`src/rtl/id_ex_stage.sv`:
```
// ID/EX pipeline register: latches decoded operands/control, applies EX/MEM and
// MEM/WB forwarding on the latched source indices, and drives the ALU inputs.
module id_ex_stage #(
  parameter int unsigned DATA_W = 32,
  parameter int unsigned REG_AW = 5
) (
  input  logic              clk,
  input  logic              rst,
  input  logic              in_valid,
  output logic              in_ready,
  input  logic [DATA_W-1:0] id_rs_data,
  input  logic [DATA_W-1:0] id_rt_data,
  input  logic [DATA_W-1:0] id_imm,
  input  logic [REG_AW-1:0] id_rs,
  input  logic [REG_AW-1:0] id_rt,
  input  logic [REG_AW-1:0] id_rd,
  input  logic [2:0]        id_alu_ctrl,
  input  logic              id_alu_src,
  input  logic              id_reg_write,
  input  logic              id_branch,
  input  logic              ex_ready,
  input  logic              flush,
  input  logic              exmem_reg_write,
  input  logic [REG_AW-1:0] exmem_rd,
  input  logic [DATA_W-1:0] exmem_result,
  input  logic              memwb_reg_write,
  input  logic [REG_AW-1:0] memwb_rd,
  input  logic [DATA_W-1:0] memwb_result,
  output logic              ex_valid,
  output logic [DATA_W-1:0] in_alu_1,
  output logic [DATA_W-1:0] in_alu_2,
  output logic [2:0]        alu_ctrl,
  output logic [DATA_W-1:0] ex_rt_fwd,
  output logic [REG_AW-1:0] ex_rd,
  output logic              ex_reg_write,
  output logic              ex_branch,
  output logic              ex_illegal
);

  logic              r_valid;
  logic [DATA_W-1:0] r_rs_data;
  logic [DATA_W-1:0] r_rt_data;
  logic [DATA_W-1:0] r_imm;
  logic [REG_AW-1:0] r_rs;
  logic [REG_AW-1:0] r_rt;
  logic [REG_AW-1:0] r_rd;
  logic [2:0]        r_alu_ctrl;
  logic              r_alu_src;
  logic              r_reg_write;
  logic              r_branch;

  logic              w_accept;
  logic              w_illegal;
  logic [DATA_W-1:0] w_fwd_rs;
  logic [DATA_W-1:0] w_fwd_rt;

  // in_ready deliberately ignores flush: decode sees the same back-pressure either way
  assign in_ready = !r_valid || ex_ready;
  assign w_accept = in_valid && in_ready;

  // Pipeline slot update: flush beats accept, accept loads, drain empties, stall holds
  always_ff @(posedge clk or posedge rst) begin
    if (rst) begin
      r_valid     <= 1'b0;
      r_rs_data   <= '0;
      r_rt_data   <= '0;
      r_imm       <= '0;
      r_rs        <= '0;
      r_rt        <= '0;
      r_rd        <= '0;
      r_alu_ctrl  <= '0;
      r_alu_src   <= 1'b0;
      r_reg_write <= 1'b0;
      r_branch    <= 1'b0;
    end else if (flush) begin
      r_valid <= 1'b0;
    end else if (w_accept) begin
      r_valid     <= 1'b1;
      r_rs_data   <= id_rs_data;
      r_rt_data   <= id_rt_data;
      r_imm       <= id_imm;
      r_rs        <= id_rs;
      r_rt        <= id_rt;
      r_rd        <= id_rd;
      r_alu_ctrl  <= id_alu_ctrl;
      r_alu_src   <= id_alu_src;
      r_reg_write <= id_reg_write;
      r_branch    <= id_branch;
    end else if (ex_ready) begin
      r_valid <= 1'b0;
    end
  end

  // Operand forwarding on the latched indices; EX/MEM is newer so it wins, r0 never forwards
  always_comb begin
    w_fwd_rs = r_rs_data;
    if (exmem_reg_write && (exmem_rd == r_rs) && (r_rs != '0)) begin
      w_fwd_rs = exmem_result;
    end else if (memwb_reg_write && (memwb_rd == r_rs) && (r_rs != '0)) begin
      w_fwd_rs = memwb_result;
    end
    w_fwd_rt = r_rt_data;
    if (exmem_reg_write && (exmem_rd == r_rt) && (r_rt != '0)) begin
      w_fwd_rt = exmem_result;
    end else if (memwb_reg_write && (memwb_rd == r_rt) && (r_rt != '0)) begin
      w_fwd_rt = memwb_result;
    end
  end

  assign w_illegal = r_valid && (r_alu_ctrl[2:1] == 2'b11);

  // Outputs are zeroed while the slot is empty so a bubble looks like a no-op
  always_comb begin
    ex_valid     = r_valid;
    ex_rd        = r_rd;
    ex_illegal   = w_illegal;
    in_alu_1     = '0;
    in_alu_2     = '0;
    alu_ctrl     = '0;
    ex_rt_fwd    = '0;
    ex_reg_write = 1'b0;
    ex_branch    = 1'b0;
    if (r_valid) begin
      in_alu_1     = w_fwd_rs;
      in_alu_2     = r_alu_src ? r_imm : w_fwd_rt;
      alu_ctrl     = r_alu_ctrl;
      ex_rt_fwd    = w_fwd_rt;
      ex_reg_write = r_reg_write && !w_illegal;
      ex_branch    = r_branch;
    end
  end

endmodule

```
`config.mk`:
```
export PLATFORM = sky130hd
export DESIGN_NAME = id_ex_stage
export DESIGN_NICKNAME = d
export VERILOG_FILES = /design/src/rtl/id_ex_stage.sv
export SDC_FILE = /design/constraint.sdc
export NUM_CORES = 1
export LEC_CHECK = 0
export ABC_AREA = 1
export CORE_ASPECT_RATIO = 1.1
export CORE_MARGIN = 2
export CORE_UTILIZATION = 36
export CTS_BUF_LIST = sky130_fd_sc_hd__clkbuf_8
export CTS_CLUSTER_DIAMETER = 40
export CTS_CLUSTER_SIZE = 12
export DETAILED_ROUTE_END_ITERATION = 6
export MAX_ROUTING_LAYER = met4
export PLACE_DENSITY_LB_ADDON = 0.12
export SLEW_MARGIN = 40
export SYNTH_ARGS = -nofsm -noshare
export SYNTH_HDL_FRONTEND = slang
export SYNTH_SLANG_ARGS = --single-unit
```
`constraint.sdc`:
```
create_clock -name clk -period 4.75 [get_ports clk]
set_input_delay 0.7125 -clock clk [delete_from_list [all_inputs] [get_ports clk]]
set_output_delay 0.7125 -clock clk [all_outputs]
set_load 0.01 [all_outputs]
```
# Word-level counts from Yosys, hierarchy flattened
# Cells that the tools add are included.
[classes]
n_addsub = 0
shifts = 0
bitwise_logic = 1
multipliers = 0
n_lt_le_gt_ge = 0
n_div = 0
n_reduce_logical = 18
n_eq_ne = 5
mux = 14
[ops]
columns = ["op", "count"]
rows = [
  ["2-to-1 mux 32 bit", 8],
  ["== test 5 bit", 4],
  ["logical AND 1 bit", 11],
  ["nonzero test 5 bit", 2],
  ["2-to-1 mux 1 bit", 5],
  ["2-to-1 mux 3 bit", 1],
  ["nonzero test 3 bit", 1],
  ["== test 2 bit (second input constant)", 1],
  ["logical NOT 1 bit", 2],
  ["AND reduction 2 bit", 1],
  ["logical OR 1 bit", 1],
  ["NOT 1 bit", 1],
]
[totals]
inputBits = 198
wordCells = 49
latch_bits = 0
output_inout_bits = 109
n_memories = 0
ramBits = 0
mem_bits_ro = 0
ff_bits = 118

# Longest topological paths before layout
# Gate-level depths: netlist of the first run.
[logic_depth]
word_depth = 7
mapped_depth = 13
ltp_nobuf = 12

# Least setup slack after synthesis of the first run
# No wires, ideal clock.
[synth_timing]
path_type = "input -> output"
startpoint = "in memwb_rd[4]"
endpoint = "out in_alu_1[23]"
arrival_time_ns = 1.679
path_slack_ns = 2.359
stages = 9
path_cell_list = "xor2_1 > nor2_1 > nand3_1 > nor2_4 > buf_6 > nand2_1 > nand2_1 > nor2_1 > nor2_1"
[synth_between]
elab_chain_cells = 6
[synth_rtl]
columns = ["element", "line", "source"]
rows = [
  ["start: declaration", "27", "input logic [REG_AW-1:0] memwb_rd,"],
  ["== test 5 bit", "99", "end else if (memwb_reg_write && (memwb_rd == r_rs) && (r_rs != '0)) begin"],
  ["logical AND 1 bit (2 in series)", "99", ""],
  ["2-to-1 mux 32 bit", "99", ""],
  ["2-to-1 mux 32 bit", "97", "if (exmem_reg_write && (exmem_rd == r_rs) && (r_rs != '0)) begin"],
  ["2-to-1 mux 32 bit", "123", "if (r_valid) begin"],
  ["end: declaration", "30", "output logic [DATA_W-1:0] in_alu_1,"],
]
# No other way between the ends.

# Final worst setup path of the first run
[layout_timing]
startpoint = "in exmem_rd[1]"
endpoint = "out in_alu_1[22]"
[layout_between]
elab_chain_cells = 5
[layout_rtl]
columns = ["element", "line", "source"]
rows = [
  ["start: declaration", "24", "input logic [REG_AW-1:0] exmem_rd,"],
  ["== test 5 bit", "97", ""],
  ["logical AND 1 bit (2 in series)", "97", ""],
  ["2-to-1 mux 32 bit", "97", ""],
  ["2-to-1 mux 32 bit", "123", ""],
]
# No other way between the ends.

==> metrics.cfg, run 1 <==
[route]
ant_nets=0
wl_per_cell_um=16.6
vias=8125
dr.pass1.iters=4
wirelength_um=27600
drtIter0Drc=478
drc=0
via_per_inst=4.89

[floorplan]
die-area_um2=21600
ioPinCount=307
design.core.area_um2=19900
fp-row-count=54
chipWidth_um=140
initial_core_util=0.370
die-height_um=154

[cts]
clk_path_buf_depth=2
ctsRootBufferMaster=clkbuf_8
ctsResizeCount=0
postCtsHoldBufs=0
htree_levels=4
cts_tree=built
clock_latency_ps=440
cts_buffers=17
post_cts_buffers=0
clk_pin_slew_ps=80
cts.sinks=118

[setup_path]
cp.required_ps=4040
worstSetupStartpointType=input port
path_max_fanout=25
cp_top_family=buffers and inverters
regToRegEndpoint=r_rt_data[10]
criticalPathCategory=input port to output pin
worstPathCellList=clkdlybuf4s50_1 -> inv_1 -> nand2_1 -> nand4_1 -> nor2_1 -> nand4_2 -> buf_4 -> o21ai_0 -> nor2_1 -> clkdlybuf4s50_1
slowest_delay_ps=570
worstPathArrival_ps=3530
reg2regPathDepth=6
crit_path_end_kind=output pin
slowest_stage=nand4_2
r2r_slack_ps=2200
crit_buf_inv=4
rr_startpoint=ex_valid

[timing]
tightestPinTransition_ps=784
hold_viol_final=0
period_needed_ps=4240
layout_worst_path_cycle_share=0.892
fin_skew_ps=7.20
rsz0062_at_grt=no
finalMaxSlewViolations=0
setup_viol=0
timing.fmax_mhz=236
tns_ps=0
slew_headroom=0.477

[final_layout]
fillCellCount=2018
final_cells=1660
area_delta_synth_final_pct=48.6
final_nets=1590
drive_gt1_frac=0.0527
postLayoutCellArea_um2=11000

[global_route]
top_usage_layer=met2
grt_pass1_vias=8215
grt_max_degree=129
grt_overflow_total=0
grtUsageMet3=0.0598
grt_use_met1=0.305
grt_pass1_wl_um=43100
gr-usage-all-layers=0.263
globalRouteMet2Util=0.443
grt_antenna_before_repair=3

[placed_design]
dpl_cell_area_um2=10500
place_inst=1625
gp_congestion=0.941
dp_hpwl_um=19600
placement.io_buffers=306

[hold_path]
holdPathEnd=ex_rd[1]
hold_start=ex_rd[1]
holdPathStages=1
hold_class=register to register

[power]
power_frac_seq=0.374
swShare=0.324
combPwrFrac=0.331
ir_worst_vdd_mv=0.160
p_int_w=0.00218
power_leakage_nw=5.48
pwr-share-clk=0.296
switchingPower_w=0.00104
p_per_area_nw_per_um2=295

[yosys]
synth_top_area_cell=dfrtp_1
yosys.cell_types.count=24
synth.yosys.seq_area_share=0.401
async_flop_share=1.00
synth_fp_nets=1321
yosysWarnings=0
syn_inst=1123
synthFlopType=dfrtp_1
synth_top_area_frac=0.401
syn_avg_cell_area_um2=6.56
synth_area_um2=7370
synth-seq-cells=118
synth_most_common_cell=nor2_1
synth_edf_count=0
netlist_top_cells_count=212 x nor2_1, 200 x nand2_1, 181 x inv_1
synth_area_leaders=dfrtp_1 40%, a21oi_1 12%, nor2_1 11%

[run_status]
status=complete, no violations

[flow_run]
maxCapViolCount=0

[worst max-delay path by stage]
stage                start           end  depth (start not counted)
2_1_floorplan          rst      ex_rd[0]                          1
4_1_cts        exmem_rd[0]  in_alu_1[21]                         10
6_report       exmem_rd[1]  in_alu_1[22]                         10
5_1_grt        exmem_rd[0]  in_alu_1[22]                         10
3_5_place_dp   exmem_rd[0]  in_alu_1[21]                         10
3_3_place_gp   exmem_rd[1]  in_alu_1[22]                         10
[flip-flops by register name, summed over array words and instances (netlist names)]
signal	count
r_alu_src	1
r_reg_write	1
r_rs_data	32
r_rt_data	32
r_alu_ctrl	3
r_branch	1
r_rs	5
ex_valid	1
ex_rd	5
r_imm	32
r_rt	5
[placed cells by master, fill, tap and decap left out, types with 4 or more instances in the layout]
cell type,netlist,layout
buf_4,4,9
inv_1,181,181
nor2_1,212,212
mux2_2,11,11
clkdlybuf4s50_1,0,306
nand3_1,99,99
clkbuf_8,0,18
o21ai_0,33,33
nand4_1,6,6
nand2_1,200,200
a21oi_1,171,171
clkinv_2,0,4
dfrtp_1,118,118
inv_2,9,10
[layer usage]
layer	vias to the layer above	routed length [µm]
li1	4018	-
met1	3758	11500
met2	306	13600
met3	43	1800
met4	0	714
met5	-	0
[cell type report]
type                    instances  area [µm²]  share of cell area
well taps                     252         315              0.0288
diodes                          3        7.51            0.000685
flip-flops and latches        118        2950               0.270
inverters                     191         721              0.0658
multi-input cells             746        3360               0.306
clock buffers                  18         248              0.0226
clock inverters                14         161              0.0147
repair buffers                318        3190               0.291
[worst register-to-register path: stages, from the launching register on]
cell	delay [ps]
dfrtp_1	390
inv_2	570
or2_2	340
nand2_8	410
buf_4	510
nor2_1	170
a21oi_1	60
[stage by stage]
stage | worst slack (ps) | power [W] | utilization | hold WS (ps)
after floorplan | 908 | 0.00177 | - | 480
after global placement | 537 | 0.00228 | 0.529 | 489
after detailed placement | 521 | 0.00229 | 0.529 | 492
after CTS | 510 | 0.00325 | 0.549 | 511
after global routing | 321 | 0.00342 | 0.549 | 528
final | 512 | 0.00323 | 0.549 | 507
[power groups by stage]
| stage | Clock (W) | Combinational [W] | Sequential, W |
|---|---|---|---|
| floorplan | 0 | 0.000554 | 0.00122 |
| global placement | 0 | 0.00106 | 0.00122 |
| detailed placement | 0 | 0.00106 | 0.00122 |
| CTS | 0.000976 | 0.00107 | 0.00120 |
| global route | 0.00102 | 0.00118 | 0.00122 |
| finish | 0.000955 | 0.00107 | 0.00120 |
[cell families (layout without fill, tap and decap cells)]
family / Yosys count / count (layout) / share of synthesized area
other cells: 0 / 3 / 0
compound gates: 206 / 206 / 0.140
simple gates: 526 / 526 / 0.292
buf+inv: 259 / 541 / 0.147
flops: 118 / 118 / 0.401
mux: 11 / 11 / 0.0168
xor+xnor: 3 / 3 / 0.00357
Note: power is estimated with default switching activity, not from simulation.
==> inputs of run 2 (changes only) <==
==> constraint.sdc (replaced) <==
create_clock -name clk -period 4.1 [get_ports clk]
set_input_delay 0.615 -clock clk [delete_from_list [all_inputs] [get_ports clk]]
set_output_delay 0.615 -clock clk [all_outputs]
set_load 0.01 [all_outputs]
==> metrics.cfg, run 2 (synthesized netlist as in run 1, its figures left out) <==
[run_status]
status=complete, no violations  ; unchanged

[timing]
period_needed_ps=3630
setup_viol=0  ; unchanged
fin_skew_ps=21.0  ; was 7.20 ps
finalMaxSlewViolations=0  ; unchanged
hold_viol_final=0  ; unchanged
tightestPinTransition_ps=743  ; was 784 ps
tns_ps=0  ; unchanged
slew_headroom=0.502  ; was 0.477
layout_worst_path_cycle_share=0.884
timing.fmax_mhz=276
rsz0062_at_grt=no  ; unchanged

[route]
dr.pass1.iters=5  ; was 4
wirelength_um=27200  ; was 27600 µm
highest_layer=met4  ; unchanged
drt-met1-wl_um=11600  ; was 11500 µm
via_per_inst=4.84  ; was 4.89
wl_met3_um=1810  ; was 1800 µm
wl_per_cell_um=16.4  ; was 16.6 µm
ant_nets=0  ; unchanged
dr_wl_met2_um=13100  ; was 13600 µm
vias=8046  ; was 8125
drc=0  ; unchanged
drtIter0Drc=550  ; was 478

[floorplan]
chipWidth_um=140  ; unchanged
die-height_um=154  ; unchanged
ioPinCount=307  ; unchanged
design.core.area_um2=19900  ; unchanged
die-area_um2=21600  ; unchanged
initial_core_util=0.370  ; unchanged
fp-row-count=54  ; unchanged

[setup_path]
path_max_fanout=21  ; was 25
r2r_slack_ps=1810  ; was 2200 ps
cp_top_family=buffers and inverters  ; unchanged
crit_buf_inv=5  ; was 4
crit_path_end_kind=output pin  ; unchanged
reg2regPathDepth=6  ; unchanged
regToRegEndpoint=r_rt_data[18]  ; was r_rt_data[10]
slowest_delay_ps=530  ; was 570 ps
worstSetupStartpointType=input port  ; unchanged
slowest_stage=clkdlybuf4s50_1  ; was nand4_2
criticalPathCategory=input port to output pin  ; unchanged
worstPathArrival_ps=3010  ; was 3530 ps
rr_startpoint=ex_valid  ; unchanged
worstPathCellList=clkdlybuf4s50_1 -> inv_1 -> nand2_1 -> nand3_1 -> nor2_4 -> nand2_2 -> buf_4 -> nand2_1 -> nand3_1 -> nand3_1 -> nand2_1 -> inv_1 -> clkdlybuf4s50_1  ; was clkdlybuf4s50_1 -> inv_1 -> nand2_1 -> nand4_1 -> nor2_1 -> nand4_2 -> buf_4 -> o21ai_0 -> nor2_1 -> clkdlybuf4s50_1
cp.required_ps=3480  ; was 4040 ps

[global_route]
gr-usage-all-layers=0.261  ; was 0.263
grt_max_degree=93  ; was 129
grt_antenna_before_repair=0  ; was 3
grt_overflow_total=0  ; unchanged
grt_pass1_wl_um=42600  ; was 43100 µm
grt_pass1_vias=8005  ; was 8215

[hold_path]
hold_start=ex_rd[1]  ; unchanged
hold_class=register to register  ; unchanged
holdPathEnd=ex_rd[1]  ; unchanged
holdPathStages=1  ; unchanged

[final_layout]
fillCellCount=2039  ; was 2018
final_nets=1596  ; was 1590
ff_latch_area_um2=2950  ; unchanged
final_common_cell=clkdlybuf4s50_1  ; unchanged
final_core_util=0.550  ; was 0.549
area_delta_synth_final_pct=48.8  ; was 48.6%
antenna_cells=0  ; was 3
multi_input_area_um2=3360  ; unchanged
drive_gt1_frac=0.0546  ; was 0.0527
reg_top3=r_imm x32, r_rs_data x32, r_rt_data x32  ; unchanged
most-common-layout-cells=306 x clkdlybuf4s50_1, 212 x nor2_1, 200 x nand2_1  ; unchanged

[cts]
cts_tree=built  ; unchanged
clock_latency_ps=450  ; was 440 ps
post_cts_buffers=0  ; unchanged
postCtsHoldBufs=0  ; unchanged
cts.sinks=118  ; unchanged
ctsResizeCount=0  ; unchanged
htree_levels=4  ; unchanged
cts_buffers=17  ; unchanged
clk_path_buf_depth=2  ; unchanged
ctsRootBufferMaster=clkbuf_8  ; unchanged
clk_pin_slew_ps=70  ; was 80 ps

[placed_design]
dp_hpwl_um=19900  ; was 19600 µm
placement.io_buffers=306  ; unchanged
gp_congestion=0.909  ; was 0.941

[power]
power_w=0.00364  ; was 0.00323 W
ir_worst_vdd_mv=0.184  ; was 0.160 mV
p_per_area_nw_per_um2=332  ; was 295 nW/µm²
power_leakage_nw=5.50  ; was 5.48 nW

[flow_run]
maxCapViolCount=0  ; unchanged

==> run 2: changes by cell type in the layout (fill, tap and decap cells not counted), sizes merged <==
| cell | delta |
|---|---|
| buf | +6 |
| bufinv | -2 |
| clkbuf | +3 |
| clkinv | -2 |
| clkinvlp | -1 |
| diode | -3 |
==> run 2: stage by stage <==
step / setup WS, ps / hold WS (ps) / area, µm² / std cells
floorplan: 356 / 480 / 7370 / 1123
global placement: 498 / 488 / 10600 / 1631
detailed placement: 483 / 494 / 10600 / 1631
CTS: 465 / 511 / 11000 / 1661
global route: 254 / 527 / 11000 / 1661
finish: 475 / 506 / 11000 / 1661
==> run 2: worst max path at each step <==
stage,endpoint,slack [ps],startpoint,cells after the start
after floorplan,ex_rd[0],360,rst,1
after global placement,ex_rt_fwd[9],500,memwb_rd[1],11
after detailed placement,in_alu_2[15],480,memwb_rd[1],13
after CTS,in_alu_2[15],460,memwb_rd[1],13
after global routing,in_alu_2[1],250,memwb_rd[1],13
final,in_alu_2[15],470,memwb_rd[1],13
==> run 2: worst register-to-register path, delay by kind of cell, from the launching register on <==
kind,cells,cell delay [ps]
flops,1,410
compound gates,1,60
simple gates,3,820
buf+inv,2,850
==> run 2: area by class of cell <==
| class | instances | share of cell area |
|---|---|---|
| clock buffer | 21 | 0.0264 |
| clock inverter | 9 | 0.00730 |
| inverter | 191 | 0.0661 |
| multi-input combinational | 746 | 0.306 |
| sequential | 118 | 0.269 |
| tap | 252 | 0.0288 |
| timing repair buffer | 324 | 0.296 |
==> run 2: report_power, final <==
part | internal, W | switching, W
registers | 0.00134 | 0.0000593
logic | 0.000586 | 0.000649
clock network | 0.000532 | 0.000480
total | 0.00245 | 0.00119
==> run 2: layer usage <==
metal | GRT usage | up-vias
met5 | - | -
met4 | 0.0856 | 0
met3 | 0.0595 | 42
met2 | 0.430 | 302
met1 | 0.316 | 3683
li1 | - | 4019
==> inputs of run 3 (changes only) <==
--- a/config.mk
+++ b/config.mk
@@ -6,6 +6,7 @@
 export NUM_CORES = 1
 export LEC_CHECK = 0
 export ABC_AREA = 1
+export CAP_MARGIN = 40
 export CORE_ASPECT_RATIO = 1.1
 export CORE_MARGIN = 2
 export CORE_UTILIZATION = 36
@@ -13,6 +14,7 @@
 export CTS_CLUSTER_DIAMETER = 40
 export CTS_CLUSTER_SIZE = 12
 export DETAILED_ROUTE_END_ITERATION = 6
+export HOLD_SLACK_MARGIN = 0.03
 export MAX_ROUTING_LAYER = met4
 export PLACE_DENSITY_LB_ADDON = 0.12
 export SLEW_MARGIN = 40
==> results of run 3 <==
Same layout as run 2: the final DEF is identical, and so are final timing and power.
